File: src/rtl/alu_seq_pkg.sv
// alu_seq_pkg
// Shared definitions for the ALU sequencer: FSM state encoding, operation
// encoding, ALU control-word bit positions and the two fixed control words
// the sequencer drives on its own behalf.
package alu_seq_pkg;

    typedef enum logic [2:0] {
        ST_IDLE,
        ST_SINGLE,
        ST_MUL_ADD,
        ST_MUL_SHIFT,
        ST_DONE
    } state_t;

    localparam int CTRL_W = 6;

    localparam logic OP_SINGLE = 1'b0;
    localparam logic OP_MUL    = 1'b1;

    // Bit positions inside the {zx,nx,zy,ny,f,no} control word
    localparam int CTRL_ZX = 5;
    localparam int CTRL_NX = 4;
    localparam int CTRL_ZY = 3;
    localparam int CTRL_NY = 2;
    localparam int CTRL_F  = 1;
    localparam int CTRL_NO = 0;

    localparam logic [CTRL_W-1:0] CTRL_ADD  = 6'b000010;
    localparam logic [CTRL_W-1:0] CTRL_ZERO = 6'b000000;

endpackage

File: src/rtl/alu_seq_if.sv
// alu_seq_if
// Request/response bus between the CPU control logic (master) and the ALU
// sequencer (slave).
//   start, op, ctrl_in, a_in, b_in : request, master -> slave
//   ready, done                    : handshake status, slave -> master
//   result, zr, ng                 : registered result and flags, slave -> master
interface alu_seq_if
    import alu_seq_pkg::*;
#(
    parameter int WIDTH = 16
);
    logic              start;
    logic              op;
    logic [CTRL_W-1:0] ctrl_in;
    logic [WIDTH-1:0]  a_in;
    logic [WIDTH-1:0]  b_in;
    logic              ready;
    logic              done;
    logic [WIDTH-1:0]  result;
    logic              zr;
    logic              ng;

    modport master (
        output start, op, ctrl_in, a_in, b_in,
        input  ready, done, result, zr, ng
    );

    modport slave (
        input  start, op, ctrl_in, a_in, b_in,
        output ready, done, result, zr, ng
    );
endinterface

File: src/rtl/alu_seq.sv
// alu_seq
// Multi-cycle sequencer that drives an external combinational Hack-style ALU.
// Runs either one pass-through ALU operation (SINGLE) or a shift-add multiply
// returning the low WIDTH bits (MUL), built purely from ALU add cycles.
// Ports:
//   clk, rst_n         : clock (rising edge), async active-low reset
//   bus (slave)        : start/op/ctrl_in/a_in/b_in in; ready/done/result/zr/ng out
//   alu_x, alu_y       : operands presented to the ALU
//   alu_ctrl           : ALU control word {zx,nx,zy,ny,f,no}
//   alu_out            : ALU combinational result, used in the same cycle
module alu_seq
    import alu_seq_pkg::*;
#(
    parameter int WIDTH = 16
) (
    input  logic              clk,
    input  logic              rst_n,
    alu_seq_if.slave          bus,
    output logic [WIDTH-1:0]  alu_x,
    output logic [WIDTH-1:0]  alu_y,
    output logic [CTRL_W-1:0] alu_ctrl,
    input  logic [WIDTH-1:0]  alu_out
);

    localparam int IDX_W = $clog2(WIDTH);
    localparam logic [IDX_W-1:0] LAST_IDX = IDX_W'(WIDTH - 1);

    state_t            state_q, state_d;

    // opa holds the multiplicand and is doubled in place on every shift cycle;
    // opb holds the multiplier, scanned LSB first by idx.
    logic [WIDTH-1:0]  opa, opb, acc;
    logic [CTRL_W-1:0] ctrl_q;
    logic [IDX_W-1:0]  idx;
    logic [IDX_W-1:0]  idx_inc;

    logic [WIDTH-1:0]  result_q;
    logic              zr_q, ng_q;

    logic              accept;
    logic              res_load;
    logic [WIDTH-1:0]  res_val;

    assign idx_inc = idx + IDX_W'(1);

    assign bus.ready  = (state_q == ST_IDLE) || (state_q == ST_DONE);
    assign bus.done   = (state_q == ST_DONE);
    assign bus.result = result_q;
    assign bus.zr     = zr_q;
    assign bus.ng     = ng_q;

    always_ff @(posedge clk or negedge rst_n) begin
        if (!rst_n) begin
            state_q <= ST_IDLE;
        end else begin
            state_q <= state_d;
        end
    end

    // Next state, ALU drive and result capture selection. The ALU is held at
    // all-zero whenever the sequencer is not using it.
    always_comb begin
        state_d  = state_q;
        alu_x    = '0;
        alu_y    = '0;
        alu_ctrl = CTRL_ZERO;
        accept   = 1'b0;
        res_load = 1'b0;
        res_val  = '0;
        unique case (state_q)
            ST_IDLE, ST_DONE: begin
                if (bus.start) begin
                    accept = 1'b1;
                    if (bus.op == OP_MUL) begin
                        state_d = bus.b_in[0] ? ST_MUL_ADD : ST_MUL_SHIFT;
                    end else begin
                        state_d = ST_SINGLE;
                    end
                end else if (state_q == ST_DONE) begin
                    state_d = ST_IDLE;
                end
            end
            ST_SINGLE: begin
                alu_x    = opa;
                alu_y    = opb;
                alu_ctrl = ctrl_q;
                res_load = 1'b1;
                res_val  = alu_out;
                state_d  = ST_DONE;
            end
            ST_MUL_ADD: begin
                alu_x    = opa;
                alu_y    = acc;
                alu_ctrl = CTRL_ADD;
                if (idx == LAST_IDX) begin
                    res_load = 1'b1;
                    res_val  = alu_out;
                    state_d  = ST_DONE;
                end else begin
                    state_d  = ST_MUL_SHIFT;
                end
            end
            ST_MUL_SHIFT: begin
                // Doubling via x+x keeps every arithmetic step inside the ALU.
                alu_x    = opa;
                alu_y    = opa;
                alu_ctrl = CTRL_ADD;
                if (opb[idx_inc]) begin
                    state_d  = ST_MUL_ADD;
                end else if (idx_inc == LAST_IDX) begin
                    res_load = 1'b1;
                    res_val  = acc;
                    state_d  = ST_DONE;
                end else begin
                    state_d  = ST_MUL_SHIFT;
                end
            end
            default: begin
                state_d = ST_IDLE;
            end
        endcase
    end

    // Operand latching, multiply datapath, and result/flag capture.
    always_ff @(posedge clk or negedge rst_n) begin
        if (!rst_n) begin
            opa      <= '0;
            opb      <= '0;
            acc      <= '0;
            ctrl_q   <= CTRL_ZERO;
            idx      <= '0;
            result_q <= '0;
            zr_q     <= 1'b0;
            ng_q     <= 1'b0;
        end else begin
            if (accept) begin
                opa    <= bus.a_in;
                opb    <= bus.b_in;
                ctrl_q <= bus.ctrl_in;
                acc    <= '0;
                idx    <= '0;
            end else begin
                case (state_q)
                    ST_MUL_ADD: begin
                        acc <= alu_out;
                    end
                    ST_MUL_SHIFT: begin
                        opa <= alu_out;
                        idx <= idx_inc;
                    end
                    default: begin
                    end
                endcase
            end
            if (res_load) begin
                result_q <= res_val;
                zr_q     <= (res_val == '0);
                ng_q     <= res_val[WIDTH-1];
            end
        end
    end

endmodule

File: src/flat_wrapper.sv
// flat-port wrapper written by rule: the top's interface ports become plain ports
module alu_seq_flat import alu_seq_pkg::*;
#(
    parameter int WIDTH = 16
)
  (clk, rst_n, alu_x, alu_y, alu_ctrl, alu_out, bus_start, bus_op, bus_ctrl_in, bus_a_in, bus_b_in, bus_ready, bus_done, bus_result, bus_zr, bus_ng);
  alu_seq_if #(.WIDTH(WIDTH)) bus_i ();
  input  logic clk;
  input  logic rst_n;
  output logic [WIDTH-1:0] alu_x;
  output logic [WIDTH-1:0] alu_y;
  output logic [CTRL_W-1:0] alu_ctrl;
  input  logic [WIDTH-1:0] alu_out;
  input wire logic [$bits(bus_i.start)-1:0] bus_start;
  input wire logic [$bits(bus_i.op)-1:0] bus_op;
  input wire logic [$bits(bus_i.ctrl_in)-1:0] bus_ctrl_in;
  input wire logic [$bits(bus_i.a_in)-1:0] bus_a_in;
  input wire logic [$bits(bus_i.b_in)-1:0] bus_b_in;
  output wire logic [$bits(bus_i.ready)-1:0] bus_ready;
  output wire logic [$bits(bus_i.done)-1:0] bus_done;
  output wire logic [$bits(bus_i.result)-1:0] bus_result;
  output wire logic [$bits(bus_i.zr)-1:0] bus_zr;
  output wire logic [$bits(bus_i.ng)-1:0] bus_ng;
  assign bus_i.start = bus_start;
  assign bus_i.op = bus_op;
  assign bus_i.ctrl_in = bus_ctrl_in;
  assign bus_i.a_in = bus_a_in;
  assign bus_i.b_in = bus_b_in;
  assign bus_ready = bus_i.ready;
  assign bus_done = bus_i.done;
  assign bus_result = bus_i.result;
  assign bus_zr = bus_i.zr;
  assign bus_ng = bus_i.ng;
  alu_seq #(.WIDTH(WIDTH)) u_core (.clk(clk), .rst_n(rst_n), .bus(bus_i), .alu_x(alu_x), .alu_y(alu_y), .alu_ctrl(alu_ctrl), .alu_out(alu_out));
endmodule
File: config.mk
export PLATFORM = sky130hd
export DESIGN_NAME = alu_seq_flat
export DESIGN_NICKNAME = d
export VERILOG_FILES = /design/src/rtl/alu_seq_pkg.sv /design/src/rtl/alu_seq_if.sv /design/src/rtl/alu_seq.sv /design/src/flat_wrapper.sv
export SDC_FILE = /design/constraint.sdc
export NUM_CORES = 1
export LEC_CHECK = 0
export BUFFER_PORTS_ARGS = -buffer_cell sky130_fd_sc_hd__buf_2
export CAP_MARGIN = 10
export CORE_ASPECT_RATIO = 1.75
export CORE_MARGIN = 5
export CORE_UTILIZATION = 35
export DETAILED_ROUTE_END_ITERATION = 16
export PLACE_DENSITY = 0.64
export SLEW_MARGIN = 25
export SYNTH_ARGS = -nofsm -noshare
export SYNTH_HDL_FRONTEND = slang
export SYNTH_SLANG_ARGS = --single-unit
export TNS_END_PERCENT = 50
File: constraint.sdc
create_clock -name clk -period 2.85 [get_ports clk]
set_clock_uncertainty 0.15 [all_clocks]
set_input_delay 0.57 -clock clk [delete_from_list [all_inputs] [get_ports clk]]
set_output_delay 0.57 -clock clk [all_outputs]
set_load 0.02 [all_outputs]
# [Word level (Yosys, flattened, before mapping)]
# Index checks and enable logic that the tools add are counted.
[totals] in_bits=58 register_bits=79 elab_cells=55
[classes] eq_ne=7 addsub=1 n_mux=29 n_reduce_logical=8 magnitude_cmp=1
[op_table] operator="16-bit 2-to-1 mux" count=8
[op_table] operator="16-bit one-hot mux with 3 select lines" count=2
[op_table] operator="3-bit 2-to-1 mux" count=6
[op_table] operator="16-bit logical NOT" count=1
[op_table] operator="3-bit one-hot mux with 4 select lines" count=1
[op_table] operator="6-bit one-hot mux with 2 select lines" count=1
[op_table] operator="4-bit == test (second input constant)" count=2
[op_table] operator="4-bit 2-to-1 mux" count=2
[op_table] operator="1-bit 2-to-1 mux" count=7
[op_table] operator="3-bit by 2-bit == test with 1-bit output (second input constant)" count=2
[op_table] operator="4-bit by 5-bit < comparator with 1-bit output (second input constant)" count=1
[op_table] operator="4-bit by 1-bit adder with 4-bit output (second input constant)" count=1
[op_table] operator="1-bit binary-select mux with 4-bit select" count=1
[op_table] operator="2-bit nonzero test" count=2
[op_table] operator="2-bit OR reduction" count=2
[op_table] operator="3-bit by 1-bit == test with 1-bit output (second input constant)" count=1
[op_table] operator="3-bit == test (second input constant)" count=1
[op_table] operator="3-bit logical NOT" count=1
[op_table] operator="3-bit inequality test (second input constant)" count=1
[op_table] operator="1-bit one-hot mux with 3 select lines" count=1
[op_table] operator="3-bit OR reduction" count=1
[op_table] operator="1-bit logical OR" count=1

# [Depth between registers and ports, before layout]
# Gate-level depths: netlist (run 1).
[depth] ltp_word=6 depth_mapped=8 depth_no_buf=7

# [Worst setup path before layout (run 1)]
# No wires, ideal clock.
[synth_path] path_type="register -> register" startpoint="register u_core.idx[0]" endpoint="register u_core.result_q[10] (netlist: u_core.bus.result[10])" path_buffers=2 synth_period_minus_slack_ps=2429 stages_incl_launch_ff=9 setup_ps=118 slack_ps=421 arrival_ps=2161 required_time_ps=2582 path_cell_list="dfrtp_1 buf_6 inv_1 ha_1 mux4_2 nor4_4 nor2_4 buf_6 a21o_1"
[synth_via] elab_chain_len=5 elab_cells_between_ends=13
[synth_rtl] element="from (decl)" line_no="alu_seq.sv:34" text="logic [IDX_W-1:0] idx;"
[synth_rtl] element="from (signal assigned)" line_no="alu_seq.sv:149" text="idx <= idx_inc;"
[synth_rtl] element="4-bit by 1-bit adder with 4-bit output" line_no="alu_seq.sv:44" text="assign idx_inc = idx + IDX_W'(1);"
[synth_rtl] element="1-bit binary-select mux with 4-bit select or 4-bit == test (tied branches)" line_no="alu_seq.sv:108, alu_seq.sv:110"
[synth_rtl] element="1-bit 2-to-1 mux (not written as such) (tied with other cells)" line_no="alu_seq.sv:108" text="if (opb[idx_inc]) begin"
[synth_rtl] element="16-bit 2-to-1 mux or 1-bit 2-to-1 mux (tied branches)" line_no="alu_seq.sv:108"
[synth_rtl] element="16-bit one-hot mux with 3 select lines or 1-bit one-hot mux with 3 select lines (tied branches)" line_no="alu_seq.sv:70" text="unique case (state_q)"
[synth_rtl] element="to (signal assigned)" line_no="alu_seq.sv:156" text="result_q <= res_val;"
[synth_rtl] element="to (decl)" line_no="alu_seq.sv:37" text="logic [WIDTH-1:0] result_q;"
# Parallel ways exist; a longest one is shown, timed or not. The select of a mux whose other input is x is not followed.
# A chain may end at the register's enable or synchronous reset.

# [Worst setup path in the final report (run 1)]
[layout_path] startpoint="register u_core.state_q[0]" endpoint="output alu_y[11]"
[layout_via] elab_chain_len=2 elab_cells_between_ends=4
[layout_rtl] element="from (decl)" line_no="alu_seq.sv:28" text="state_t state_q, state_d;"
[layout_rtl] element="from (signal assigned)" line_no="alu_seq.sv:56" text="state_q <= state_d;"
[layout_rtl] element="3-bit by 2-bit == test with 1-bit output or 3-bit by 1-bit == test with 1-bit output (tied branches)" line_no="alu_seq.sv:70"
[layout_rtl] element="16-bit one-hot mux with 3 select lines *" line_no="alu_seq.sv:70"
[layout_rtl] element="to (decl)" line_no="flat_wrapper.sv:11" text="output logic [WIDTH-1:0] alu_y;"
# Every way passes the cells marked *; elsewhere a longest branch is shown, timed or not.

==> flow_summary.toml, run 1 <==
[setup_path]
path_cells = "buf_4 -> nor2b_1 -> buf_4 -> a22oi_1 -> nor2_1 -> buf_2"
cp_top_family = "buffers and inverters"
end_kind = "output port"
regToRegEndpoint = "u_core.bus.result[2]$_DFFE_PN0P_"
cp_common_cell = "buf_4"
worstSetupPathType = "reg2out"
r2r_setup_slack_ns = 0.56
r2r-start = "u_core.idx[0]$_DFFE_PN0P_"
crit_arrival_ns = 1.97
cp.required_ns = 2.13
startpoint_type = "register"
path_max_fanout = 16
critPathSlowestCell = "dfrtp_1"
reg2reg_depth = 6
cp_slowest_stage_delay_ns = 0.50
critPathBufInv = 3

[power_and_ir_drop]
p_total_mw = 6.47
p_leak_nw = 2.55
power.density_nw_per_um2 = 1250
ir_worst_vdd_uv = 454

[sta]
relSlewSlack_pct = 57.0
max_freq_ghz = 0.372
setup_violations = 0
hold_viol_final = 0
tightest_slew_ns = 0.645
slew_viol_final = 0
period_share_pct = 94.3
tns_ns = 0
period_minus_slack_ns = 2.69
rsz0062_at_grt = "false"

[clock_network]
cts_buffer_depth = 2
cts-buffers-inserted = 9
clk_pin_slew_worst_paths_ns = 0.06
cts.sinks = 78
post_cts_resized = 0
htree_levels = 3
cts_root_buf = "clkbuf_16"
ctsHoldBuffers = 0
postCtsSetupBuffers = 0
cts_tree = "yes"
clk_latency_ns = 0.33

[grt]
grt_pass1_vias = 3688
grt_use_total_pct = 17.7
grt_max_degree = 50
gr-total-overflow = 0
grt_pass1_wl_um = 19600
antenna_found_initial = 0

[route]
drt-initial-drc-count = 188
drc = 0
vias_per_cell = 5.40
ant_nets = 0
vias = 3463
wl_per_cell_um = 19.2
dr.pass1.iters = 5
wl_um = 12300

[floorplan]
initial_core_util_pct = 35.5
coreArea_um2 = 11500
die_x_um = 91.6
ios = 116
dieArea_um2 = 14000
die_height_um = 153
core.rowCount = 52

[yosys]
synthesis.area_um2 = 4080
synth_cell_types = 39
syn_inst = 386
syn-mean-instance-area_um2 = 10.6
synth_edf_count = 0
seq_area_frac_synth_pct = 47.8
ys.flop_type = "dfrtp_1"
syn_nets = 446
synth_warnings = 0
ys_seq_elements = 78
synthArstFlopShare_pct = 100

[placed_design]
place_area_um2 = 4860
portBuffers = 115
globalplace.congestion = 0.857
place_inst = 625
hpwl_um = 9630

[finish]
area_growth_pct = 26.5
design_area_um2 = 5170
layout.cells.non_filler = 641
drive_above_1_share_pct = 41.1
fin_nets = 561
diodes = 0
nFillCells = 1102

[outcome]
status = "finished, final reports clean"

[worst_hold_path]
hp-class = "in2async"

[run]
drv_cap = 0
[power by group]
part	total, mW	internal, mW	switching [mW]
logic	3.24	1.42	1.82
clock network	1.15	0.721	0.433
registers	2.07	1.61	0.462
total	6.47	3.75	2.72
[worst reg2reg max path, stage by stage, from the launching register on]
cell	delay, ns
dfrtp_1	0.40
buf_4	0.18
mux4_2	0.56
nor4_4	0.26
buf_4	0.27
nor2_4	0.13
a21o_2	0.23
[cell families after synthesis]
family	count (synthesis)	synth area share (%)
fa+ha+maj	2	0.613
mux	59	17.2
xor+xnor	2	0.429
flops	78	47.8
buf+inv	30	3.52
simple gates	120	14.4
compound gates	95	16.1
[through the flow]
step                utilization, %  setup WS, ns  hold WS, ns
finish                        44.9         0.162        0.109
global route                  44.9        0.0641        0.165
CTS                           44.9         0.142        0.128
detailed placement            42.2         0.506        0.313
global placement              42.2         0.557        0.313
floorplan                        -         0.421        0.124
[layout make-up]
cell class | count | area [µm²] | area share, %
tap | 135 | 169 | 3.27
inverter | 2 | 7.51 | 0.145
multi-input combinational | 278 | 1990 | 38.6
clock inverter | 4 | 45.0 | 0.872
timing repair buffer | 132 | 743 | 14.4
clock buffer | 12 | 256 | 4.96
sequential | 78 | 1950 | 37.8
[synthesized netlist by cell type, types with 2 or more instances]
master | n | area (µm²)
inv_1 | 2 | 7.51
a21o_1 | 9 | 67.6
clkbuf_1 | 14 | 52.6
nor2_1 | 20 | 75.1
nand3_1 | 2 | 10.0
nand2_1 | 55 | 206
and2_1 | 23 | 144
nor4_1 | 8 | 50.1
buf_6 | 3 | 33.8
a22o_1 | 8 | 70.1
a21o_2 | 7 | 61.3
o21ai_0 | 23 | 115
buf_2 | 4 | 20.0
a22o_2 | 8 | 80.1
a21oi_1 | 17 | 85.1
xor2_1 | 2 | 17.5
mux2_2 | 39 | 439
nand4_1 | 2 | 12.5
a22oi_1 | 19 | 143
ha_1 | 2 | 25.0
dfrtp_1 | 78 | 1950
buf_1 | 6 | 22.5
nor3b_1 | 2 | 15.0
mux4_1 | 3 | 78.8
mux2i_1 | 16 | 160
[sequential cells by signal, indices dropped and copies added, names as in the netlist]
signal / cells
u_core.bus.zr: 1
u_core.state_q: 3
u_core.opb: 16
u_core.bus.result: 15
u_core.idx: 4
u_core.opa: 16
u_core.acc: 16
u_core.bus.ng: 1
u_core.ctrl_q: 6
[per-layer routing]
layer  GRT usage, %  up-vias  wire length, µm
met5              0        -                0
met1           18.9     1694             4480
met3           4.03       42              668
met4           10.5        0              650
li1               -     1610                -
met2           31.2      117             6530
[worst max path at each step]
stage | startpoint | end | slack, ns | depth (start not counted)
after floorplan | u_core.idx[0]$_DFFE_PN0P_ | u_core.bus.result[10]$_DFFE_PN0P_ | 0.42 | 8
after global placement | u_core.state_q[0]$_DFFE_PN0P_ | alu_y[13] | 0.56 | 6
after detailed placement | u_core.state_q[0]$_DFFE_PN0P_ | alu_y[11] | 0.51 | 6
after CTS | u_core.state_q[0]$_DFFE_PN0P_ | alu_y[11] | 0.14 | 6
after global routing | u_core.state_q[0]$_DFFE_PN0P_ | alu_y[11] | 0.06 | 6
final | u_core.state_q[0]$_DFFE_PN0P_ | alu_y[11] | 0.16 | 6
[cell usage in the layout (no fill, tap or decap), types with 7 or more instances in the layout]
master     count
a21o_1         9
a21o_2         7
a21oi_1       17
a22o_1         8
a22o_2         8
a22oi_1       19
and2_1        22
buf_2        114
buf_4         15
clkbuf_16      9
dfrtp_1       78
mux2_2        39
mux2i_1       16
nand2_1       55
nor2_1        20
nor4_1         8
o21ai_0       23
No activity file was read; power rests on OpenSTA's default activity.
==> run 2, diff against run 1 <==
Settings changed: CORE_ASPECT_RATIO 1.75 to 0.7.
==> flow_summary.toml, run 2 (synthesis gave the netlist of run 1 again) <==
[outcome]
status = "finished, final reports clean"

[setup_path]
path_max_fanout = 13
startpoint_type = "register"
reg2reg_depth = 8
critPathSlowestCell = "dfrtp_1"
cp_common_cell = "buf_4"
critPathBufInv = 3
startpoint = "u_core.state_q[2]$_DFFE_PN0P_"
regToRegEndpoint = "u_core.bus.result[2]$_DFFE_PN0P_"
cp_slowest_stage_delay_ns = 0.55
path_cells = "buf_4 -> nor3b_1 -> buf_4 -> and2_1 -> buf_2"
r2r_setup_slack_ns = 0.39
cp_top_family = "buffers and inverters"
worstSetupPathType = "reg2out"
crit_arrival_ns = 1.96
cp.required_ns = 2.13
end_kind = "output port"
r2r-start = "u_core.idx[0]$_DFFE_PN0P_"

[route]
vias_per_cell = 5.25
drt-initial-drc-count = 276
vias = 3486
dr.pass1.iters = 5
wl_um = 12600
drc = 0
wl_per_cell_um = 19.0
ant_nets = 0

[finish]
multi_input_area_um2 = 1990
layout_commonest_cell = "buf_2"
area_growth_pct = 26.5
final_util_pct = 44.7
fin_nets = 563
nFillCells = 1122
layout.cells.non_filler = 664
seq_area_um2 = 1950
final_cell_mix = "114 x buf_2, 77 x dfrtp_1, 55 x nand2_1, 39 x mux2_2, 23 x o21ai_0"
diodes = 0
reg.largest.list = "u_core.acc: 16 flops, u_core.opa: 16 flops, u_core.opb: 16 flops"
drive_above_1_share_pct = 41.0

[sta]
tightest_slew_ns = 0.599
relSlewSlack_pct = 60.0
rsz0062_at_grt = "false"
slew_viol_final = 0
max_freq_ghz = 0.373
hold_viol_final = 0
tns_ns = 0
fin_ws_ns = 0.169
period_minus_slack_ns = 2.68
period_share_pct = 94.1
hold_slack_ns = 0.0818
setup_violations = 0

[placed_design]
portBuffers = 115
globalplace.congestion = 0.879
place_ws_ns = 0.369
place_inst = 649
hpwl_um = 9700

[grt]
grt_use_total_pct = 18.6
grt_max_degree = 44
grt_pass1_wl_um = 20300
gr-total-overflow = 0
antenna_found_initial = 0
grt_pass1_vias = 3685

[floorplan]
dieArea_um2 = 14000
ios = 116
initial_core_util_pct = 35.3
coreArea_um2 = 11600
die_x_um = 139
die_height_um = 100
core.rowCount = 33

[power_and_ir_drop]
p_leak_nw = 2.54
power.density_nw_per_um2 = 1240
ir_worst_vdd_uv = 566

[clock_network]
htree_levels = 3
cts-buffers-inserted = 9
clk_pin_slew_worst_paths_ns = 0.06
cts_root_buf = "clkbuf_16"
cts_tree = "yes"
postCtsSetupBuffers = 0
cts.sinks = 78
cts_buffer_depth = 2
clk_latency_ns = 0.34

[worst_hold_path]
hp-class = "in2async"

[run]
drv_cap = 0
-- run 2: changes by cell type in the layout (fill, tap and decap cells not counted), sizes merged --
cell,delta
clkinv,-2
clkbuf,+2
buf,+2
bufinv,-1
-- run 2: worst register-to-register path, stage by stage, from the launching register on --
cell and delay (ns):
dfrtp_1 0.43, buf_4 0.18, ha_1 0.25, xor2_1 0.31, nand2_1 0.16, nor4_4 0.22, buf_4 0.28, nor2_4 0.14
a21o_2 0.23
-- run 2: repair_timing --
item	CTS	global route
gates resized for setup	1	0
endpoints found under the setup margin	1	0
hold buffers	0	0
-- run 2: metal layers --
layer,up-vias,routed length [µm],track usage [%]
li1,1615,-,-
met1,1754,6130,26.9
met2,105,5580,27.2
met3,12,778,5.57
met4,0,139,4.81
met5,-,0,0
-- run 2: metrics by stage --
step | total power [mW] | cell area, µm²
2_1_floorplan | 4.19 | 4080
3_3_place_gp | 5.28 | 4890
3_5_place_dp | 5.36 | 4890
4_1_cts | 6.45 | 5160
5_1_grt | 6.82 | 5160
6_report | 6.40 | 5160
-- run 2: worst max-delay path by stage --
stage / endpoint / cells after the start / slack [ns]
detailed placement: alu_y[7] / 5 / 0.37
floorplan: u_core.bus.result[10]$_DFFE_PN0P_ / 8 / 0.42
global placement: alu_y[7] / 5 / 0.43
global route: alu_ctrl[2] / 5 / 0.07
finish: alu_ctrl[3] / 5 / 0.17
CTS: alu_ctrl[3] / 5 / 0.15
-- run 2: cell type report --
type / instances / area share, %
Sequential cell: 78 / 37.8
Clock inverter: 1 / 0.0969
Timing Repair Buffer: 134 / 14.4
Inverter: 2 / 0.145
Clock buffer: 14 / 5.11
Tap cell: 157 / 3.80
Multi-Input combinational cell: 278 / 38.6
-- run 2: power breakdown --
| group | internal [mW] | switching [mW] |
|---|---|---|
| registers | 1.61 | 0.508 |
| logic | 1.42 | 1.80 |
| clock network | 0.632 | 0.434 |
| total | 3.66 | 2.74 |
